**config.mk**
```make
export PLATFORM = sky130hd
export DESIGN_NAME = exc_sequencer_flat
export DESIGN_NICKNAME = d
export VERILOG_FILES = /design/src/rtl/exc_sequencer_if.sv /design/src/rtl/exc_sequencer.sv /design/src/flat_wrapper.sv
export SDC_FILE = /design/constraint.sdc
export NUM_CORES = 1
export LEC_CHECK = 0
export BUFFER_PORTS_ARGS = -buffer_cell sky130_fd_sc_hd__buf_4
export CAP_MARGIN = 0
export CORE_AREA = 3 3 132 134
export CTS_CLUSTER_DIAMETER = 120
export DETAILED_ROUTE_END_ITERATION = 10
export DIE_AREA = 0 0 135 137
export GPL_ROUTABILITY_DRIVEN = 0
export SYNTH_ARGS = -nofsm -noshare
export SYNTH_HDL_FRONTEND = slang
export SYNTH_SLANG_ARGS = --single-unit
export TNS_END_PERCENT = 30
```
**constraint.sdc**
```tcl
create_clock -name clk -period 2.2 [get_ports clk]
set_input_delay 0.44 -clock clk [delete_from_list [all_inputs] [get_ports clk]]
set_output_delay 0.44 -clock clk [all_outputs]
set_load 0.05 [all_outputs]
```
**src/rtl/exc_sequencer_if.sv**
```systemverilog
// exc_sequencer_if: event, victim-context and CP0-write signals between the pipeline and the exception sequencer.
interface exc_sequencer_if;
  logic        exc_valid;
  logic [4:0]  exc_code;
  logic        exc_badvaddr_valid;
  logic [31:0] exc_badvaddr;
  logic        int_pending;
  logic        status_exl;
  logic        eret_valid;
  logic [31:0] epc_value;
  logic [31:0] vic_inst_addr;
  logic        vic_is_delayslot;
  logic        busy;
  logic        flush;
  logic        pc_redirect;
  logic [31:0] redirect_target;
  logic        epc_we;
  logic [31:0] epc_wdata;
  logic        cause_we;
  logic        cause_bd;
  logic [4:0]  cause_exccode;
  logic        badvaddr_we;
  logic [31:0] badvaddr_wdata;
  logic        set_exl;
  logic        clr_exl;
  modport master (
    output exc_valid, exc_code, exc_badvaddr_valid, exc_badvaddr, int_pending, status_exl,
           eret_valid, epc_value, vic_inst_addr, vic_is_delayslot,
    input  busy, flush, pc_redirect, redirect_target, epc_we, epc_wdata, cause_we, cause_bd,
           cause_exccode, badvaddr_we, badvaddr_wdata, set_exl, clr_exl
  );
  modport slave (
    input  exc_valid, exc_code, exc_badvaddr_valid, exc_badvaddr, int_pending, status_exl,
           eret_valid, epc_value, vic_inst_addr, vic_is_delayslot,
    output busy, flush, pc_redirect, redirect_target, epc_we, epc_wdata, cause_we, cause_bd,
           cause_exccode, badvaddr_we, badvaddr_wdata, set_exl, clr_exl
  );
endinterface

```
**src/rtl/exc_sequencer.sv**
```systemverilog
// exc_sequencer: captures an exception/interrupt/ERET, holds flush for a fixed time, then issues one CP0 commit and PC redirect.
module exc_sequencer #(
  parameter logic [31:0] HANDLER_ADDR = 32'hBFC00380,
  parameter int          FLUSH_CYCLES = 2
) (
  input logic           clk,
  input logic           rst_n,
  exc_sequencer_if.slave bus
);
  typedef enum logic [1:0] {IDLE, FLUSH, COMMIT} state_t;
  typedef enum logic [1:0] {K_EXC, K_INT, K_ERET} kind_t;
  state_t      r_state, w_nstate;
  kind_t       r_kind, w_kind;
  logic [2:0]  r_cnt, w_ncnt;
  logic        w_int, w_ev, w_commit;
  logic [4:0]  r_code;
  logic        r_bad_v, r_bd;
  logic [31:0] r_bad, r_epc, r_tgt;
  logic        r_flush, r_redir, r_epc_we, r_cause_we, r_bad_we, r_set_exl, r_clr_exl;
  always_comb begin
    w_int    = bus.int_pending & ~bus.status_exl;
    w_ev     = bus.exc_valid | w_int | bus.eret_valid;
    w_kind   = bus.exc_valid ? K_EXC : (w_int ? K_INT : K_ERET);
    w_nstate = (r_state == IDLE)  ? (w_ev ? FLUSH : IDLE) :
               (r_state == FLUSH) ? ((r_cnt == 3'd0) ? COMMIT : FLUSH) : IDLE;
    w_ncnt   = (r_state == IDLE) ? 3'(FLUSH_CYCLES - 1) :
               ((r_state == FLUSH) && (r_cnt != 3'd0)) ? r_cnt - 3'd1 : r_cnt;
    w_commit = (w_nstate == COMMIT);
  end
  always_ff @(posedge clk or negedge rst_n) begin
    if (!rst_n) begin
      r_state <= IDLE;
      r_cnt   <= 3'd0;
    end else begin
      r_state <= w_nstate;
      r_cnt   <= w_ncnt;
    end
  end
  // Strobes are registered from the next state so COMMIT sees them without an input-to-output path.
  always_ff @(posedge clk or negedge rst_n) begin
    if (!rst_n) begin
      r_flush    <= 1'b0;
      r_redir    <= 1'b0;
      r_epc_we   <= 1'b0;
      r_cause_we <= 1'b0;
      r_bad_we   <= 1'b0;
      r_set_exl  <= 1'b0;
      r_clr_exl  <= 1'b0;
    end else begin
      r_flush    <= (w_nstate != IDLE);
      r_redir    <= w_commit;
      r_epc_we   <= w_commit && (r_kind != K_ERET);
      r_cause_we <= w_commit && (r_kind != K_ERET);
      r_bad_we   <= w_commit && (r_kind == K_EXC) && r_bad_v;
      r_set_exl  <= w_commit && (r_kind != K_ERET);
      r_clr_exl  <= w_commit && (r_kind == K_ERET);
    end
  end
  always_ff @(posedge clk or negedge rst_n) begin
    if (!rst_n) begin
      r_kind  <= K_EXC;
      r_code  <= 5'd0;
      r_bad_v <= 1'b0;
      r_bad   <= 32'd0;
      r_bd    <= 1'b0;
      r_epc   <= 32'd0;
      r_tgt   <= 32'd0;
    end else if ((r_state == IDLE) && w_ev) begin
      r_kind  <= w_kind;
      r_code  <= bus.exc_valid ? bus.exc_code : 5'd0;
      r_bad_v <= bus.exc_badvaddr_valid;
      r_bad   <= bus.exc_badvaddr;
      r_bd    <= bus.vic_is_delayslot;
      r_epc   <= bus.vic_is_delayslot ? bus.vic_inst_addr - 32'd4 : bus.vic_inst_addr;
      r_tgt   <= (w_kind == K_ERET) ? bus.epc_value : HANDLER_ADDR;
    end
  end
  assign bus.busy            = (r_state != IDLE);
  assign bus.flush           = r_flush;
  assign bus.pc_redirect     = r_redir;
  assign bus.redirect_target = r_tgt;
  assign bus.epc_we          = r_epc_we;
  assign bus.epc_wdata       = r_epc;
  assign bus.cause_we        = r_cause_we;
  assign bus.cause_bd        = r_bd;
  assign bus.cause_exccode   = r_code;
  assign bus.badvaddr_we     = r_bad_we;
  assign bus.badvaddr_wdata  = r_bad;
  assign bus.set_exl         = r_set_exl;
  assign bus.clr_exl         = r_clr_exl;
endmodule

```
**src/flat_wrapper.sv**
```systemverilog
// flat-port wrapper written by rule: the top's interface ports become plain ports
module exc_sequencer_flat 
#(
  parameter logic [31:0] HANDLER_ADDR = 32'hBFC00380,
  parameter int          FLUSH_CYCLES = 2
)
  (clk, rst_n, bus_exc_valid, bus_exc_code, bus_exc_badvaddr_valid, bus_exc_badvaddr, bus_int_pending, bus_status_exl, bus_eret_valid, bus_epc_value, bus_vic_inst_addr, bus_vic_is_delayslot, bus_busy, bus_flush, bus_pc_redirect, bus_redirect_target, bus_epc_we, bus_epc_wdata, bus_cause_we, bus_cause_bd, bus_cause_exccode, bus_badvaddr_we, bus_badvaddr_wdata, bus_set_exl, bus_clr_exl);
  exc_sequencer_if bus_i ();
  input logic clk;
  input logic rst_n;
  input wire logic [$bits(bus_i.exc_valid)-1:0] bus_exc_valid;
  input wire logic [$bits(bus_i.exc_code)-1:0] bus_exc_code;
  input wire logic [$bits(bus_i.exc_badvaddr_valid)-1:0] bus_exc_badvaddr_valid;
  input wire logic [$bits(bus_i.exc_badvaddr)-1:0] bus_exc_badvaddr;
  input wire logic [$bits(bus_i.int_pending)-1:0] bus_int_pending;
  input wire logic [$bits(bus_i.status_exl)-1:0] bus_status_exl;
  input wire logic [$bits(bus_i.eret_valid)-1:0] bus_eret_valid;
  input wire logic [$bits(bus_i.epc_value)-1:0] bus_epc_value;
  input wire logic [$bits(bus_i.vic_inst_addr)-1:0] bus_vic_inst_addr;
  input wire logic [$bits(bus_i.vic_is_delayslot)-1:0] bus_vic_is_delayslot;
  output wire logic [$bits(bus_i.busy)-1:0] bus_busy;
  output wire logic [$bits(bus_i.flush)-1:0] bus_flush;
  output wire logic [$bits(bus_i.pc_redirect)-1:0] bus_pc_redirect;
  output wire logic [$bits(bus_i.redirect_target)-1:0] bus_redirect_target;
  output wire logic [$bits(bus_i.epc_we)-1:0] bus_epc_we;
  output wire logic [$bits(bus_i.epc_wdata)-1:0] bus_epc_wdata;
  output wire logic [$bits(bus_i.cause_we)-1:0] bus_cause_we;
  output wire logic [$bits(bus_i.cause_bd)-1:0] bus_cause_bd;
  output wire logic [$bits(bus_i.cause_exccode)-1:0] bus_cause_exccode;
  output wire logic [$bits(bus_i.badvaddr_we)-1:0] bus_badvaddr_we;
  output wire logic [$bits(bus_i.badvaddr_wdata)-1:0] bus_badvaddr_wdata;
  output wire logic [$bits(bus_i.set_exl)-1:0] bus_set_exl;
  output wire logic [$bits(bus_i.clr_exl)-1:0] bus_clr_exl;
  assign bus_i.exc_valid = bus_exc_valid;
  assign bus_i.exc_code = bus_exc_code;
  assign bus_i.exc_badvaddr_valid = bus_exc_badvaddr_valid;
  assign bus_i.exc_badvaddr = bus_exc_badvaddr;
  assign bus_i.int_pending = bus_int_pending;
  assign bus_i.status_exl = bus_status_exl;
  assign bus_i.eret_valid = bus_eret_valid;
  assign bus_i.epc_value = bus_epc_value;
  assign bus_i.vic_inst_addr = bus_vic_inst_addr;
  assign bus_i.vic_is_delayslot = bus_vic_is_delayslot;
  assign bus_busy = bus_i.busy;
  assign bus_flush = bus_i.flush;
  assign bus_pc_redirect = bus_i.pc_redirect;
  assign bus_redirect_target = bus_i.redirect_target;
  assign bus_epc_we = bus_i.epc_we;
  assign bus_epc_wdata = bus_i.epc_wdata;
  assign bus_cause_we = bus_i.cause_we;
  assign bus_cause_bd = bus_i.cause_bd;
  assign bus_cause_exccode = bus_i.cause_exccode;
  assign bus_badvaddr_we = bus_i.badvaddr_we;
  assign bus_badvaddr_wdata = bus_i.badvaddr_wdata;
  assign bus_set_exl = bus_i.set_exl;
  assign bus_clr_exl = bus_i.clr_exl;
  exc_sequencer #(.HANDLER_ADDR(HANDLER_ADDR), .FLUSH_CYCLES(FLUSH_CYCLES)) u_core (.clk(clk), .rst_n(rst_n), .bus(bus_i));
endmodule
```
==> metrics.yaml, run 1 <==
outcome:
  outcome: "complete, no violations"
global_route:
  grt_max_degree: 116
  antenna_found_initial: 0
  grt_pass1_wl_mm: 21.83
  gr-total-overflow: 0
  grt_pass1_vias: 4262
  grt_usage: 0.1492
detailed_routing:
  ant_nets: 0
  wl_per_cell_um: 14.90
  drtIter0Drc: 206
  num_vias: 4325
  wl_mm: 13.96
  post-route-drc-count: 0
  firstDrtPassIters: 4
  via_per_inst: 4.616
sta:
  skew_ps: 5.939
  max_freq_mhz: 505.5
  rsz0062_at_grt: "false"
  max_slew.worst_pin.slew_ps: 662.9
  hold_viol: 0
  post-route-period-util: 0.8992
  final.setup.tns_ps: 0
  slew_viol_final: 0
  period_minus_slack_ps: 1978
  setup_viol: 0
  slew_headroom: 0.5581
logic_synthesis:
  synth_top_family_by_area: "simple AND/OR/NAND/NOR gates"
  synth_top_area_cell: "dfrtp_1"
  synth_nets: 592
  yosysWarningCount: 0
  syn-mean-instance-area_um2: 10.19
  synthFlopType: "dfrtp_1"
  post_synth_and_or_nand_nor_area_fraction: 0.2157
  synth_most_common_cell: "nand2_1"
  synth_xor_area_frac: 0.02329
  async_flop_share: 1.000
  synth_top_area_frac: 0.5885
  ys_types: 40
  synth_edf_count: 0
  synthMuxAreaShare: 0.004606
  synth_area_leaders: "dfrtp_1 (59%), nand2_1 (11%), a22o_1 (3.8%), o22a_1 (2.1%), xor2_1 (2.1%)"
  seq_area_frac_synth: 0.5885
  ys_ff_latch: 115
  ys_top_cells_by_count: "nand2_1 (143), dfrtp_1 (115), clkbuf_1 (25)"
  synthAdderAreaFrac: 0.007677
  synth_compound_area_frac: 0.1277
  syn_inst: 480
  synth_area_um2: 4890
cts:
  cts_resized: 0
  cts_root_buf: "clkbuf_16"
  cts_buffer_depth: 2
  ctsHtreeMaxLevel: 4
  clkSinkCount: 115
  postCtsSetupBuffers: 0
  clock_latency_ps: 410
  cts_buffers: 17
  hold_buffers: 0
  cts_tree: "built"
  clkTransAtPathRegs_ps: 50
worst_setup_path:
  r2r-end: "u_core.bus.redirect_target[5]$_DFFE_PN0P_"
  cp.arrival_ps: 1540
  cp-start-kind: "flop"
  crit_type: "reg2out"
  cp.required_ps: 1760
  cpPeakStageDelay_ps: 420
  end_kind: "output port"
  path_cells: "nor2_1 > buf_4 > inv_1 > buf_4"
  critical_path.reg2reg.startpoint: "u_core.r_state[1]$_DFF_PN0_"
  cpMostUsedCell: "buf_4"
  cp_slowest_cell: "dfrtp_1"
  cp-startpoint: "u_core.r_state[1]$_DFF_PN0_"
  r2r_slack_ps: 410
  cp_max_fo: 9
  crit_end: "bus_busy"
  worstRegToRegCells: 6
die:
  std_cell_rows: 47
  die_w_um: 135
  initial_core_util: 0.2980
  die_h_um: 137
  die_area_um2: 18500
  ios: 219
  coreArea_um2: 16410
place:
  dp_hpwl_mm: 10.05
  place_area_um2: 6854
  io_buffer_count: 218
power:
  power_density_nw_per_um2: 1890
  p_total_mw: 14.15
  power.leakage_nw: 3.655
  ir_drop_v: 0.0008496
final_layout:
  drive_above_1_share: 0.3821
  multiInputGateArea_um2: 1873
  finalInstanceArea_um2: 7487
  regArea_um2: 2878
  antenna_cells: 0
  n_fill_cell: 1556
  area_growth_pct: 53.12
  final_util: 0.4563
  final_nets: 816
job:
  drv_cap: 0
worst_hold_path:
  hold_path_class: "in2async"
## routing by layer
layer	GRT usage	share of wire
met1	0.1812	0.42
met2	0.2462	0.50
met3	0.05625	0.067
met4	0.04871	0.013
met5	0	0
## stage by stage
stage	setup WS (ps)	instances	hold WS [ps]
floorplan	251.6	480	144.4
global placement	99.90	905	436.9
detailed placement	70.62	905	438.4
CTS	182.2	937	135.1
global route	105.0	937	160.6
finish	221.8	937	73.88
## layout make-up
| type | instances | share of cell area |
|---|---|---|
| Tap cell | 220 | 0.03676 |
| Clock inverter | 11 | 0.02440 |
| Multi-Input combinational cell | 327 | 0.2502 |
| Timing Repair Buffer | 234 | 0.2396 |
| Clock buffer | 21 | 0.06016 |
| Sequential cell | 115 | 0.3844 |
| Inverter | 9 | 0.004512 |
## sequential cells by signal, summed over array words and instances (netlist names), 2 cells and up
name,flops
u_core.bus.cause_exccode,5
u_core.bus.epc_wdata,32
u_core.r_state,2
u_core.bus.redirect_target,32
u_core.r_kind,2
u_core.r_cnt,3
u_core.bus.badvaddr_wdata,32
## worst min path at each step
stage	from	endpoint	slack [ps]	depth (start not counted)
floorplan	rst_n	u_core.bus.badvaddr_wdata[0]$_DFFE_PN0P_	140	0
global placement	u_core.r_kind[0]$_DFFE_PN0P_	u_core.bus.badvaddr_we$_DFF_PN0_	440	1
detailed placement	u_core.r_kind[0]$_DFFE_PN0P_	u_core.bus.badvaddr_we$_DFF_PN0_	440	1
CTS	rst_n	u_core.bus.epc_wdata[26]$_DFFE_PN0P_	140	2
global route	rst_n	u_core.bus.epc_wdata[26]$_DFFE_PN0P_	160	2
finish	rst_n	u_core.bus.epc_wdata[26]$_DFFE_PN0P_	70	2
## critical path, delay by kind of cell, from the launching register on
family | cells | cell delay [ps]
buffers and inverters | 3 | 450
and+or+nand+nor | 1 | 260
DFF | 1 | 420
## kinds of logic after synthesis
group	after synthesis
AND/OR/NAND/NOR	222
flip-flops	115
AO/OA/AOI/OAI	87
buffers and inverters	38
XOR/XNOR	13
adder cells (fa/ha/maj)	3
multiplexers	2
## power breakdown
group	leakage (nW)	switching, mW	internal, mW
clock	0.311	0.939	2.03
combinational	1.95	5.24	2.21
sequential	1.39	0.588	3.15
## cells in the final DEF, fill, tap and decap left out, types with 12 or more instances in the layout
cell and instances:
a22o_1 21, buf_4 231, nand2_1 143, a31oi_1 16, o21ai_0 19, clkbuf_16 17, dfrtp_1 115, o22a_1 12
nor2_1 24, xor2_1 12
(Power assumes the default switching activity.)
==> run 2: changes to the inputs <==
Settings changed: CELL_PAD_IN_SITES_DETAIL_PLACEMENT set to 1, CELL_PAD_IN_SITES_GLOBAL_PLACEMENT set to 2, CORE_AREA 3 3 132 134 to 3 3 139 141, CTS_CLUSTER_SIZE set to 40, DIE_AREA 0 0 135 137 to 0 0 142 144, PLACE_DENSITY_LB_ADDON set to 0.1.
==> run 2 against run 1 <==
- combinational power rose by 3.0%
- flip-flop and latch count did not move
- hold slack improved by 140 ps
- global-route usage rose by 0.34 points
- critical path type unchanged
- critical endpoint unchanged
==> metrics.yaml, run 2 (synthesis gave the netlist of run 1 again) <==
cts:
  clkSinkCount: 115  # unchanged
  cts_root_buf: "clkbuf_16"
  clock_latency_ps: 410  # about the same
  postCtsSetupBuffers: 0  # unchanged
  cts_tree: "built"
  cts_buffers: 17  # unchanged
  ctsHtreeMaxLevel: 4  # unchanged
  cts_buffer_depth: 2  # unchanged
  clkTransAtPathRegs_ps: 60  # about the same
power:
  ir_drop_v: 0.0006616  # -22%
  seqPwrFrac: 0.267  # +0.003
  p_clk_frac: 0.183  # -0.027
  p_total_mw: 13.94  # -1.5%
  p_sw_frac: 0.4971  # +0.01890
  power.leakage_nw: 3.649  # -0.15%
  power_density_nw_per_um2: 1857  # -1.7%
  p_sw_mw: 6.929  # +2.4%
  power.share.combinational: 0.550  # +0.024
  internal_power_mw: 7.011  # -5.1%
worst_setup_path:
  cp_max_fo: 7  # -2
  cp-start-kind: "flop"
  crit_type: "reg2out"
  cp.required_ps: 1760  # about the same
  crit_end: "bus_busy"
  r2r_slack_ps: 450  # +40 ps
  r2r-end: "u_core.bus.redirect_target[7]$_DFFE_PN0P_"
  cp.arrival_ps: 1510  # -30 ps
  cp-startpoint: "u_core.r_state[1]$_DFF_PN0_"
  critical_path.reg2reg.startpoint: "u_core.r_state[1]$_DFF_PN0_"
  end_kind: "output port"
  worstRegToRegCells: 4  # -2
final_layout:
  n_fill_cell: 2037  # +31%
  fin_cells: 950  # +1.4%
  regArea_um2: 2878  # unchanged
  drive_above_1_share: 0.3883  # +0.006202
  multiInputGateArea_um2: 1876  # +0.13%
  antenna_cells: 0  # unchanged
  layout_commonest_cell: "buf_4"
  area_growth_pct: 53.51
  final_cell_mix: "buf_4 (229), nand2_1 (143), dfrtp_1 (115)"
  final_util: 0.4150  # -0.04133
  final_nets: 820  # +0.49%
sta:
  skew_ps: 12.98  # +7.039 ps
  period_minus_slack_ps: 1948  # -30.20 ps
  slew_headroom: 0.6732  # +0.1151
  max_freq_mhz: 513.3  # +1.6%
  slew_viol_final: 0  # unchanged
  final.setup.tns_ps: 0  # unchanged
  post-route-period-util: 0.8855  # -0.01373
  setup_viol: 0  # unchanged
  max_slew.worst_pin.slew_ps: 490.2  # -172.7 ps
  hold_viol: 0  # unchanged
  rsz0062_at_grt: "false"
die:
  coreArea_um2: 18090  # +10%
  die_area_um2: 20450  # +11%
  die_h_um: 144  # +5.1%
  std_cell_rows: 49  # +4.3%
  ios: 219  # unchanged
  initial_core_util: 0.2704  # -0.02767
  die_w_um: 142  # +5.2%
global_route:
  grt_usage: 0.1526  # +0.003350
  antenna_found_initial: 0  # unchanged
  grt_pass1_vias: 4647  # +9.0%
  grt_pass1_wl_mm: 24.45  # +12%
  grt_max_degree: 54  # -53%
  gr-total-overflow: 0  # unchanged
worst_hold_path:
  hold_path_class: "in2reg"
place:
  io_buffer_count: 218  # unchanged
  place_inst: 917  # +1.3%
  dp_hpwl_mm: 11.76  # +17%
detailed_routing:
  firstDrtPassIters: 4  # unchanged
  num_vias: 4413  # +2.0%
  wl_per_cell_um: 16.51  # +11%
  ant_nets: 0  # unchanged
  post-route-drc-count: 0  # unchanged
  wl_mm: 15.68  # +12%
  drtIter0Drc: 140  # -32%
  via_per_inst: 4.645  # +0.64%
outcome:
  outcome: "complete, no violations"
job:
  drv_cap: 0  # unchanged
==> run 2: cell types whose count changed in the layout (fill, tap and decap cells not counted), sizes merged <==
cell / previous run / this run
dlygate4sd3: 0 / 1
inv: 9 / 11
buf: 234 / 237
clkinv: 5 / 8
clkinvlp: 1 / 3
bufinv: 5 / 1
clkbuf: 21 / 18
==> run 2: power groups by stage <==
stage	Combinational, mW	Sequential (mW)	Clock, mW
detailed placement	7.78	3.76	0
floorplan	1.74	7.02	0
global placement	7.69	3.72	0
global route	8.15	3.88	2.73
CTS	7.79	3.74	2.63
finish	7.66	3.72	2.55
==> run 2: worst min-delay path by stage <==
stage	start	end	slack (ps)	depth (start not counted)
floorplan	rst_n	u_core.bus.badvaddr_wdata[0]$_DFFE_PN0P_	140	0
global placement	u_core.r_kind[0]$_DFFE_PN0P_	u_core.bus.badvaddr_we$_DFF_PN0_	430	1
detailed placement	rst_n	u_core.bus.redirect_target[22]$_DFFE_PN0P_	440	1
CTS	bus_exc_badvaddr[1]	u_core.bus.badvaddr_wdata[1]$_DFFE_PN0P_	190	3
global route	bus_exc_badvaddr[6]	u_core.bus.badvaddr_wdata[6]$_DFFE_PN0P_	210	3
finish	bus_exc_badvaddr[1]	u_core.bus.badvaddr_wdata[1]$_DFFE_PN0P_	210	3
==> run 2: metrics by stage <==
stage / area [um^2] / setup slack, ps / hold slack [ps]
after floorplan: 4890 / 251.6 / 144.4
after global placement: 6950 / 106.5 / 434.2
after detailed placement: 6950 / 26.41 / 440.3
after CTS: 7503 / 95.38 / 190.0
after global routing: 7506 / 104.1 / 213.2
final: 7506 / 252.0 / 211.4
==> run 2: per-layer routing <==
metal,vias up,wire length (um),global-route usage
li1,2127,-,-
met1,2136,6664,0.1859
met2,131,7696,0.2504
met3,19,1062,0.05225
met4,0,261,0.05859
met5,-,0,0
==> run 2: worst max-delay path, cell delays in order, from the launching register on <==
cell,delay (ps)
dfrtp_1,430
nor2_2,250
buf_4,200
inv_1,40
buf_4,180
==> run 2: cell type report <==
cell class | count | area share
Inverter | 9 | 0.004501
Tap cell | 229 | 0.03817
Clock inverter | 14 | 0.01517
Timing Repair Buffer | 238 | 0.2517
Sequential cell | 115 | 0.3834
Multi-Input combinational cell | 327 | 0.2499
Clock buffer | 18 | 0.05718
==> run 2: timing repair <==
item	CTS	global route
resized for setup	0	1
setup endpoints to repair	0	1
hold endpoints to repair	21	0
hold buffers	1	0
==> run 3: changes to the inputs <==
Settings changed: PLACE_DENSITY_LB_ADDON 0.1 to 0.15.
==> run 3 against run 2 <==
- flip-flop and latch count unchanged
- critical path type unchanged
- largest cell class unchanged
- power increased by 2.3%
- clock-buffer cell count increased by 1
- register-to-register slack about the same
- critical endpoint unchanged
- largest power group unchanged
==> metrics.yaml, run 3 (synthesis gave the netlist of run 1 again) <==
final_layout:
  regArea_um2: 2878  # unchanged
  n_fill_cell: 2081  # +2.2%
  finalInstanceArea_um2: 7551  # +0.60%
  final_nets: 822  # +0.24%
  multiInputGateArea_um2: 1873  # -0.13%
  drive_above_1_share: 0.3887  # about the same
  final_cell_mix: "buf_4 (235), nand2_1 (143), dfrtp_1 (115)"
  area_growth_pct: 54.43
  antenna_cells: 0  # unchanged
  layout_commonest_cell: "buf_4"
sta:
  slew_viol_final: 0  # unchanged
  max_freq_mhz: 503.3  # -2.0%
  skew_ps: 10.16  # -2.816 ps
  final.setup.tns_ps: 0  # unchanged
  max_slew.worst_pin.slew_ps: 479.1  # -11.13 ps
  post-route-period-util: 0.9031  # +0.01762
  rsz0062_at_grt: "false"
  slew_headroom: 0.6806  # +0.007419
  hold_viol: 0  # unchanged
  setup_viol: 0  # unchanged
  period_minus_slack_ps: 1987  # +38.76 ps
  hold_slack_ps: 219.0  # +7.544 ps
  fin_ws_ps: 213.2  # -38.76 ps
cts:
  ctsHtreeMaxLevel: 4  # unchanged
  cts_root_buf: "clkbuf_16"
  cts_tree: "built"
  cts_resized: 0  # unchanged
  hold_buffers: 1  # unchanged
  clkTransAtPathRegs_ps: 60  # about the same
  clock_latency_ps: 420  # about the same
  clkSinkCount: 115  # unchanged
  cts_buffers: 17  # unchanged
  cts_buffer_depth: 2  # unchanged
  postCtsSetupBuffers: 0  # unchanged
power:
  seqPwrFrac: 0.262  # -0.005
  internal_power_mw: 7.326  # +4.5%
  power.share.combinational: 0.533  # -0.017
  p_clk_frac: 0.206  # +0.023
  power_density_nw_per_um2: 1888  # +1.7%
  power.leakage_nw: 3.669  # +0.53%
  ir_drop_v: 0.0006384  # -3.5%
  p_sw_frac: 0.4861  # -0.01093
  p_sw_mw: 6.931  # about the same
detailed_routing:
  firstDrtPassIters: 4  # unchanged
  post-route-drc-count: 0  # unchanged
  wl_per_cell_um: 16.81  # +1.8%
  ant_nets: 0  # unchanged
  num_vias: 4455  # +0.95%
  wl_mm: 16.00  # +2.0%
  via_per_inst: 4.680  # +0.74%
  drtIter0Drc: 131  # -6.4%
global_route:
  grt_usage: 0.1570  # +0.004389
  antenna_found_initial: 0  # unchanged
  grt_pass1_vias: 4760  # +2.4%
  grt_pass1_wl_mm: 25.21  # +3.1%
  grt_max_degree: 60  # +11%
  gr-total-overflow: 0  # unchanged
worst_setup_path:
  cp_slowest_cell: "dfrtp_1"
  crit_buf_inv: 3  # unchanged
  path_delay_family: "buffers and inverters"
  cpMostUsedCell: "buf_4"
  path_cells: "nor2_1 > buf_4 > inv_1 > buf_4"
  cp.arrival_ps: 1550  # +40 ps
  cp-start-kind: "flop"
  crit_type: "reg2out"
  cp_max_fo: 9  # +2
  end_kind: "output port"
  cp.required_ps: 1760  # about the same
  cp-startpoint: "u_core.r_state[1]$_DFF_PN0_"
  cpPeakStageDelay_ps: 430  # about the same
  critical_path.reg2reg.startpoint: "u_core.r_state[1]$_DFF_PN0_"
die:
  die_h_um: 144  # unchanged
  die_area_um2: 20450  # unchanged
  initial_core_util: 0.2704  # unchanged
  std_cell_rows: 49  # unchanged
  ios: 219  # unchanged
  die_w_um: 142  # unchanged
  coreArea_um2: 18090  # unchanged
outcome:
  outcome: "complete, no violations"
place:
  io_buffer_count: 218  # unchanged
  dp_slack_ps: 61.46  # +35.05 ps
  dp_hpwl_mm: 11.94  # +1.5%
  place_area_um2: 6915  # -0.50%
job:
  drv_cap: 0  # unchanged
worst_hold_path:
  hold_path_class: "in2reg"
  min-delay-start: "bus_exc_badvaddr[19]"
[run 3: cell count changes in the layout (fill, tap and decap cells not counted), sizes merged]
cell / delta
clkinv: -4
bufinv: +3
buf: +2
clkbuf: +1
clkinvlp: +1
inv: -1
[run 3: path summary, 6_finish.rpt]
kind | end | slack [ps] | cells past startpoint
max | bus_busy | 210 | 4
min | u_core.bus.badvaddr_wdata[19]$_DFFE_PN0P_ | 220 | 3
max reg2reg | u_core.bus.redirect_target[22]$_DFFE_PN0P_ | 440 | 4
min reg2reg | u_core.bus.badvaddr_we$_DFF_PN0_ | 440 | 1
max in group asynchronous | u_core.bus.epc_wdata[11]$_DFFE_PN0P_ | 950 | 3
min in group asynchronous | u_core.bus.epc_wdata[18]$_DFFE_PN0P_ | 520 | 2
[run 3: final cells by class]
type,instances,area share
inverters,9,0.004474
well taps,229,0.03795
clock buffers,19,0.05866
clock inverters,13,0.02419
repair buffers,240,0.2456
multi-input cells,327,0.2481
flip-flops and latches,115,0.3811
[run 3: through the flow]
| step | std cells | util | power (mW) |
|---|---|---|---|
| after floorplan | 480 | - | 8.752 |
| after global placement | 919 | 0.3824 | 11.32 |
| after detailed placement | 919 | 0.3824 | 11.48 |
| after CTS | 952 | 0.4175 | 14.49 |
| after global routing | 952 | 0.4175 | 15.08 |
| final | 952 | 0.4175 | 14.26 |
[run 3: worst register-to-register path, cell delays in order, from the launching register on]
cell,delay [ps]
dfrtp_1,430
nor2_1,260
o31ai_4,130
or3_1,550
o22a_1,280
[run 3: power groups by stage]
stage / Combinational [mW] / Clock, mW / Sequential (mW)
final: 7.59 / 2.93 / 3.73
after global routing: 8.08 / 3.13 / 3.87
after CTS: 7.72 / 3.02 / 3.75
after detailed placement: 7.70 / 0 / 3.77
after global placement: 7.60 / 0 / 3.72
after floorplan: 1.74 / 0 / 7.02
[run 3: routing by layer]
| layer | vias to the layer above | track usage | wire length (um) |
|---|---|---|---|
| met5 | - | 0 | 0 |
| met4 | 0 | 0.05808 | 227 |
| met3 | 15 | 0.04630 | 930 |
| met2 | 129 | 0.2629 | 8003 |
| met1 | 2187 | 0.1925 | 6840 |
| li1 | 2124 | - | - |
